--- src/rtl/stage_seq_pkg.sv ---
// stage_seq_pkg: stage, FSM state and error encodings shared by the EKF-SLAM sequencer and array
package stage_seq_pkg;
    typedef enum logic [2:0] {
        STG_IDLE = 3'b000,
        STG_PRD  = 3'b001,
        STG_NEW  = 3'b010,
        STG_UPD  = 3'b100
    } stage_t;
    typedef enum logic [2:0] {S_IDLE, S_ISSUE, S_NL_WAIT, S_NL_CALC, S_NL_RET, S_RUN} state_t;
    localparam logic [1:0] ERR_NONE = 2'b00;
    localparam logic [1:0] ERR_TO   = 2'b01;
    localparam logic [1:0] ERR_FULL = 2'b10;
    // fixed priority PRD > UPD > NEW over a pending set, one-hot result
    function automatic logic [2:0] pick(input logic [2:0] p);
        return p[0] ? 3'b001 : p[2] ? 3'b100 : p[1] ? 3'b010 : 3'b000;
    endfunction
endpackage

--- src/rtl/stage_seq_if.sv ---
// stage_seq_if: sequencer <-> systolic array signals
// stage_val/stage_rdy: stage command; nonlinear_m_val/s_rdy: array nonlinear request;
// nonlinear_s_val/m_rdy: nonlinear result return; rsa_done: end of stage;
// landmark_num/l_k: registered landmark count and index to the array
interface stage_seq_if #(parameter int ROW_LEN = 10);
    logic [2:0]         stage_val, stage_rdy;
    logic [2:0]         nonlinear_m_val, nonlinear_s_rdy;
    logic [2:0]         nonlinear_s_val, nonlinear_m_rdy;
    logic               rsa_done;
    logic [ROW_LEN-1:0] landmark_num, l_k;
    modport master (
        output stage_val, nonlinear_s_rdy, nonlinear_s_val, landmark_num, l_k,
        input  stage_rdy, nonlinear_m_val, nonlinear_m_rdy, rsa_done
    );
    modport slave (
        input  stage_val, nonlinear_s_rdy, nonlinear_s_val, landmark_num, l_k,
        output stage_rdy, nonlinear_m_val, nonlinear_m_rdy, rsa_done
    );
endinterface

--- src/rtl/stage_seq_arb.sv ---
// stage_arb: sticky pending stage requests with fixed-priority selection
// req_val: request pulses; take: clear the selected bit; sel: one-hot selected stage
module stage_arb
    import stage_seq_pkg::*;
(
    input  logic       clk,
    input  logic       sys_rst,
    input  logic [2:0] req_val,
    input  logic       take,
    output logic [2:0] sel
);
    logic [2:0] pend;
    assign sel = pick(pend);
    // a request arriving while its bit is taken stays pending
    always_ff @(posedge clk) begin
        if (sys_rst) pend <= 3'b000;
        else pend <= (pend & ~(take ? sel : 3'b000)) | req_val;
    end
endmodule

--- src/rtl/stage_seq.sv ---
// stage_seq: EKF-SLAM stage sequencer driving the systolic array and the nonlinear unit
// clk/sys_rst: clock, sync active-high reset; req_val/req_lk: host requests and index;
// arr: array handshakes; nl_start/nl_done: nonlinear unit; busy/done/err/cur_stage: status
module stage_seq
    import stage_seq_pkg::*;
#(
    parameter int ROW_LEN      = 10,
    parameter int MAX_LANDMARK = 500,
    parameter int TO_W         = 16
) (
    input  logic               clk,
    input  logic               sys_rst,
    input  logic [2:0]         req_val,
    input  logic [ROW_LEN-1:0] req_lk,
    stage_seq_if.master        arr,
    output logic               nl_start,
    input  logic               nl_done,
    output logic               busy,
    output logic               done,
    output logic [1:0]         err,
    output logic [2:0]         cur_stage
);
    state_t             state, nxt;
    logic [TO_W-1:0]    cnt;
    logic [2:0]         sel, stage;
    logic [ROW_LEN-1:0] lm, lk, lk_new, lk_upd;
    logic               take, full, tmo;
    stage_arb u_arb (
        .clk(clk),
        .sys_rst(sys_rst),
        .req_val(req_val),
        .take(take),
        .sel(sel)
    );
    assign full                = lm == ROW_LEN'(MAX_LANDMARK);
    assign busy                = state != S_IDLE;
    assign cur_stage           = stage;
    assign arr.stage_val       = state == S_ISSUE   ? stage : 3'b000;
    assign arr.nonlinear_s_rdy = state == S_NL_WAIT ? stage : 3'b000;
    assign arr.nonlinear_s_val = state == S_NL_RET  ? stage : 3'b000;
    assign arr.landmark_num    = lm;
    assign arr.l_k             = lk;
    always_comb begin
        nxt  = state;
        take = 1'b0;
        case (state)
            S_IDLE: if (sel != 3'b000) begin
                take = 1'b1;
                nxt  = (sel == STG_NEW && full) ? S_IDLE : S_ISSUE;
            end
            S_ISSUE:   if ((arr.stage_val & arr.stage_rdy) != 3'b000) nxt = S_NL_WAIT;
            S_NL_WAIT: if ((arr.nonlinear_m_val & stage) != 3'b000) nxt = S_NL_CALC;
            S_NL_CALC: if (nl_done) nxt = S_NL_RET;
            S_NL_RET:  if ((arr.nonlinear_m_rdy & stage) != 3'b000) nxt = S_RUN;
            S_RUN:     if (arr.rsa_done) nxt = S_IDLE;
            default:   nxt = S_IDLE;
        endcase
        // counter would reach all-ones on this edge with no progress: abandon the stage
        tmo = busy && nxt == state && cnt == {{(TO_W-1){1'b1}}, 1'b0};
        if (tmo) nxt = S_IDLE;
    end
    always_ff @(posedge clk) begin
        if (sys_rst) begin
            state    <= S_IDLE;
            cnt      <= '0;
            stage    <= 3'b000;
            lm       <= '0;
            lk       <= '0;
            lk_new   <= '0;
            lk_upd   <= '0;
            nl_start <= 1'b0;
            done     <= 1'b0;
            err      <= ERR_NONE;
        end else begin
            state    <= nxt;
            cnt      <= (nxt != state || nxt == S_IDLE) ? '0 : cnt + 1'b1;
            stage    <= nxt == S_IDLE ? 3'b000 : state == S_IDLE ? sel : stage;
            if (req_val[1]) lk_new <= req_lk;
            if (req_val[2]) lk_upd <= req_lk;
            if (state == S_IDLE && nxt == S_ISSUE && sel != STG_PRD) lk <= sel == STG_NEW ? lk_new : lk_upd;
            nl_start <= state == S_NL_WAIT && nxt == S_NL_CALC;
            done     <= state == S_RUN && arr.rsa_done;
            if (state == S_RUN && arr.rsa_done && stage == STG_NEW && !full) lm <= lm + 1'b1;
            err      <= tmo ? ERR_TO : (take && nxt == S_IDLE) ? ERR_FULL : ERR_NONE;
        end
    end
endmodule

--- src/flat_wrapper.sv ---
// flat-port wrapper written by rule: the top's interface ports become plain ports
module stage_seq_flat import stage_seq_pkg::*;
#(
    parameter int ROW_LEN      = 10,
    parameter int MAX_LANDMARK = 500,
    parameter int TO_W         = 16
)
  (clk, sys_rst, req_val, req_lk, nl_start, nl_done, busy, done, err, cur_stage, arr_stage_val, arr_nonlinear_s_rdy, arr_nonlinear_s_val, arr_landmark_num, arr_l_k, arr_stage_rdy, arr_nonlinear_m_val, arr_nonlinear_m_rdy, arr_rsa_done);
  stage_seq_if #(.ROW_LEN(ROW_LEN)) arr_i ();
  input  logic clk;
  input  logic sys_rst;
  input  logic [2:0] req_val;
  input  logic [ROW_LEN-1:0] req_lk;
  output logic nl_start;
  input  logic nl_done;
  output logic busy;
  output logic done;
  output logic [1:0] err;
  output logic [2:0] cur_stage;
  output wire logic [$bits(arr_i.stage_val)-1:0] arr_stage_val;
  output wire logic [$bits(arr_i.nonlinear_s_rdy)-1:0] arr_nonlinear_s_rdy;
  output wire logic [$bits(arr_i.nonlinear_s_val)-1:0] arr_nonlinear_s_val;
  output wire logic [$bits(arr_i.landmark_num)-1:0] arr_landmark_num;
  output wire logic [$bits(arr_i.l_k)-1:0] arr_l_k;
  input wire logic [$bits(arr_i.stage_rdy)-1:0] arr_stage_rdy;
  input wire logic [$bits(arr_i.nonlinear_m_val)-1:0] arr_nonlinear_m_val;
  input wire logic [$bits(arr_i.nonlinear_m_rdy)-1:0] arr_nonlinear_m_rdy;
  input wire logic [$bits(arr_i.rsa_done)-1:0] arr_rsa_done;
  assign arr_stage_val = arr_i.stage_val;
  assign arr_nonlinear_s_rdy = arr_i.nonlinear_s_rdy;
  assign arr_nonlinear_s_val = arr_i.nonlinear_s_val;
  assign arr_landmark_num = arr_i.landmark_num;
  assign arr_l_k = arr_i.l_k;
  assign arr_i.stage_rdy = arr_stage_rdy;
  assign arr_i.nonlinear_m_val = arr_nonlinear_m_val;
  assign arr_i.nonlinear_m_rdy = arr_nonlinear_m_rdy;
  assign arr_i.rsa_done = arr_rsa_done;
  stage_seq #(.ROW_LEN(ROW_LEN), .MAX_LANDMARK(MAX_LANDMARK), .TO_W(TO_W)) u_core (.clk(clk), .sys_rst(sys_rst), .req_val(req_val), .req_lk(req_lk), .arr(arr_i), .nl_start(nl_start), .nl_done(nl_done), .busy(busy), .done(done), .err(err), .cur_stage(cur_stage));
endmodule
--- config.mk ---
export PLATFORM = sky130hd
export DESIGN_NAME = stage_seq_flat
export DESIGN_NICKNAME = d
export VERILOG_FILES = /design/src/rtl/stage_seq_pkg.sv /design/src/rtl/stage_seq_if.sv /design/src/rtl/stage_seq_arb.sv /design/src/rtl/stage_seq.sv /design/src/flat_wrapper.sv
export SDC_FILE = /design/constraint.sdc
export NUM_CORES = 1
export LEC_CHECK = 0
export CORE_MARGIN = 1
export CORE_UTILIZATION = 35
export DETAILED_ROUTE_END_ITERATION = 6
export PLACE_DENSITY = 0.56
export SLEW_MARGIN = 15
export SYNTH_ARGS = -nofsm -noshare
export SYNTH_HDL_FRONTEND = slang
export SYNTH_HIERARCHICAL = 1
export SYNTH_SLANG_ARGS = --single-unit
--- constraint.sdc ---
create_clock -name clk -period 3 [get_ports clk]
set_clock_uncertainty 0.1 [all_clocks]
set_input_delay 0.6 -clock clk [delete_from_list [all_inputs] [get_ports clk]]
set_output_delay 0.6 -clock clk [all_outputs]
set_load 0.1 [all_outputs]
==> impl.org <==
** Outcome
- The run finished with clean final reports.

** CTS
- Clk sink count :: 69
- Post-CTS Setup Repair Bufs :: 0
- H-tree levels :: 3
- Number of clock buffers inserted by TritonCTS :: 9
- Buffers inserted to repair hold after CTS numbered 0.
- CTS clk-pin slew, worst paths :: 70 ps
- Counting along the longest clock path gives a buffer depth of 2.
- At the later pin of the worst-skew pair, clock insertion delay measures approximately 340 ps.
- Clock root buffer :: clkbuf_8
- Count of cells resized by post-cts repair :: 0
- TritonCTS built the clock tree.

** Die
- # rows :: 35
- Vertical die dimension :: 99.3 um
- For this design the top-level I/O count stands at 63.
- Core ar. :: 9200 um2
- Initial standard-cell utilization of the core :: 36.0%
- The floorplan step defined a die boundary enclosing 9860 um2.
- The die is 99.3 um wide.

** Yosys
- Number of register bits inferred by synthesis :: 69
- When the netlist entered floorplanning its net count stood at 390.
- Syn. warnings :: 6
- Sequential area share after synthesis :: 41.7%
- Synthesis produced a netlist whose cell count is 360.
- Of all flip-flops after synthesis, the portion carrying an async set or reset was 0%.
- In this run, synthesis inferred 0 flip-flops with an integrated enable.
- In the synthesized netlist the dominant register cell turns out to be dfxtp_1.
- In this run, distinct cell masters in the synthesized netlist total 47.
- Averaged over all synthesized cells, the footprint is 9.21 um2.
- After synthesis the cells add up to 3310 um2.

** Critical path
- Along the worst path, the maximum fanout reaches 16.
- Setup CP Type :: register to primary output
- In this run the worst setup path begins at u_core/state[0].
- The worst setup path is captured at a primary output.
- STA classifies the critical path startpoint as a register.
- For the worst setup path, the data required time is around 2300 ps.
- Data arrival, critical path :: about 2000 ps
- In this run the critical register-to-register path is launched from u_core/u_arb/pend[0].

** Place
- Placed instance count :: 518
- At the end of routability-driven placement, the weighted congestion stood at slightly above 0.8.
- Port bufs :: 62
- HPWL after DPL :: 5.53 mm

** Final layout
- Fraction of final layout cells with drive strength greater than 1 :: 17.3%
- The repair_antennas step left the layout with diodes totalling 0.
- Area taken by multi-input logic gates :: between 1500 and 2000 um2
- Summing all flip-flop and latch instances after layout gives 1380 um2.
- From synthesis to final layout, the design area changed by 25.8%.
- Post-layout net count :: between 400 and 500
- At the end of the flow the core is filled with cells to 45.3%.
- The finished layout holds 533 standard cells, fillers aside.
- Fill cells in the final layout number 916.

** Route
- The routed layout has 2828 vias.
- Using the TritonRoute via totals, the vias-per-cell ratio works out to 5.31.
- For this run, the detailed router's first-pass iteration total came to 4.
- After detailed routing, the total wire length is 7.92 mm.
- After detailed routing, the average wire length per cell comes to 14.9 um.
- DRC viols :: 0
- The count of nets left with antenna violations once routing finished came out at 0.
- Starting DRT DRC Count :: about 100

** STA
- Of the available clock period, the critical path in the final layout requires 89.7%.
- Headroom to the max-slew limit came out at 48.1%.
- The final number of max-transition violations was 0.
- At the pin with the least slew margin, the transition time is 776 ps.
- Final hold violation count :: 0
- Unrepaired setup endpoints after global routing :: no
- Setup Viol. Count Final :: 0
- The worst path in the final design needs a cycle of 2690 ps, including I/O delays and setup.
- Top achievable clock speed :: approximately 0.37 GHz
- Hold Worst Slack :: about 400 ps
- Summed over all failing endpoints, the final setup total negative slack is 0 ps.

** Global routing
- Summed over all layers, the global routing overflow is 0.
- Global-route wire length before repair :: between 10 and 15 mm
- Vias in the first global route :: 2698
- Global routing used 16.9% of the available tracks.
- Initial antenna violation count :: 0
- Largest net degree at the start of global routing :: 49

** Power
- After layout, the design draws a total of 2.38 mW.
- In this run the static leakage power is 1.58 nW.
- Worst vdd ir :: 226 uV
- In this run the power density over the cells is about 570 nW/um2.

** Worst hold path
- In this run the most critical hold path is launched from u_core/lk_new[4].
- The worst hold path belongs to the class register to register.

** Job
- Total of max-cap violations :: 0
layout by cell type, fill, tap and decap left out, types with 7 or more instances in the layout:
master | Yosys | routed
and2_1 | 8 | 8
xnor2_1 | 11 | 11
and3_1 | 16 | 16
buf_4 | 3 | 40
nor3_1 | 28 | 28
nand3_1 | 7 | 7
clkdlybuf4s50_1 | 0 | 25
a21oi_1 | 10 | 10
clkbuf_8 | 0 | 10
xor2_1 | 8 | 8
nand4_1 | 10 | 10
a211oi_1 | 11 | 11
nand2_1 | 12 | 12
a41oi_1 | 10 | 10
nor2_1 | 40 | 40
dfxtp_1 | 69 | 69
mux2i_1 | 33 | 33
inv_1 | 11 | 11
cells in the mapped netlist, drive strengths merged (2+ instances only):
cell type	count	area share (%)
nand2	12	1.4
o21a	2	0.45
nor3	29	4.5
buf	9	1.6
or3b	2	0.53
or4	2	0.45
o31ai	2	0.45
nand3	8	1.4
nand4	10	1.9
dfxtp	69	42
mux2i	33	10
and2	8	1.5
clkbuf	12	1.4
inv	11	1.2
and4	4	1.1
xor2	8	2.1
a211oi	11	2.5
a21oi	10	1.5
a222oi	3	0.91
o21ai	8	1.3
and3	16	3.0
nor3b	4	0.91
or2	2	0.38
a41oi	10	2.6
or3	2	0.38
nor2	40	4.5
nor4b	3	1.6
xnor2	11	2.9
ha	4	1.5
nand2b	5	0.94
final timing paths:
check                      endpoint  slack [ps]  depth (start not counted)
setup reg to reg  u_core/arr.l_k[7]         550                          7
hold / removal     u_core/lk_new[4]         400                          2
setup / recovery   arr_stage_val[2]         310                          4
hold reg to reg    u_core/lk_new[4]         400                          2
area by class of cell:
class / count / share of cell area (%)
timing repair buffer: 68 / 14.6
inverter: 11 / 0.990
clock buffer: 10 / 3.30
clock inverter: 5 / 1.47
sequential: 69 / 33.1
tap: 111 / 3.33
multi-input combinational: 259 / 43.1
sequential cells by signal (all words and copies together) (netlist names):
signal,flops
u_core/cnt,16
u_core/nl_start,1
u_core/done,1
u_core/arr.l_k,10
u_core/lk_upd,10
u_core/u_arb/pend,3
u_core/cur_stage,3
u_core/arr.landmark_num,10
u_core/state,3
u_core/lk_new,10
u_core/err,2
cell families (layout without fill, tap and decap cells):
kind of cell | Yosys count | after routing | synth area share, %
AOI/OAI and AO/OA | 52 | 52 | 11.7
buffers and inverters | 32 | 94 | 4.19
DFF | 69 | 69 | 41.7
adders and majority gates | 4 | 4 | 1.51
and+or+nand+nor | 151 | 151 | 25.9
xor gates and xnor gates | 19 | 19 | 5.02
muxes | 33 | 33 | 9.97
metrics by stage:
stage	worst slack [ps]	cell area, um2
5_1_grt	106	4170
3_3_place_gp	170	3970
6_report	310	4170
2_1_floorplan	296	3310
4_1_cts	268	4170
3_5_place_dp	16.7	3970
layer usage:
| layer | track usage, % | vias up | wire length, um |
|---|---|---|---|
| li1 | - | 1426 | - |
| met1 | 22.5 | 1336 | 3980 |
| met2 | 26.4 | 57 | 3490 |
| met3 | 4.22 | 9 | 348 |
| met4 | 6.00 | 0 | 98 |
| met5 | 0 | - | 0 |
critical path, stage by stage (launching register included):
cell     delay [ps]
dfxtp_1         590
inv_1           350
nor3_1          300
and2_1          220
buf_12          180
power breakdown:
group	switching, mW	internal, mW	leakage (nW)
Sequential	0.0492	0.968	0.563
Combinational	0.411	0.189	0.926
Clock	0.358	0.403	0.0906
No activity file was read; power rests on OpenSTA's default activity.
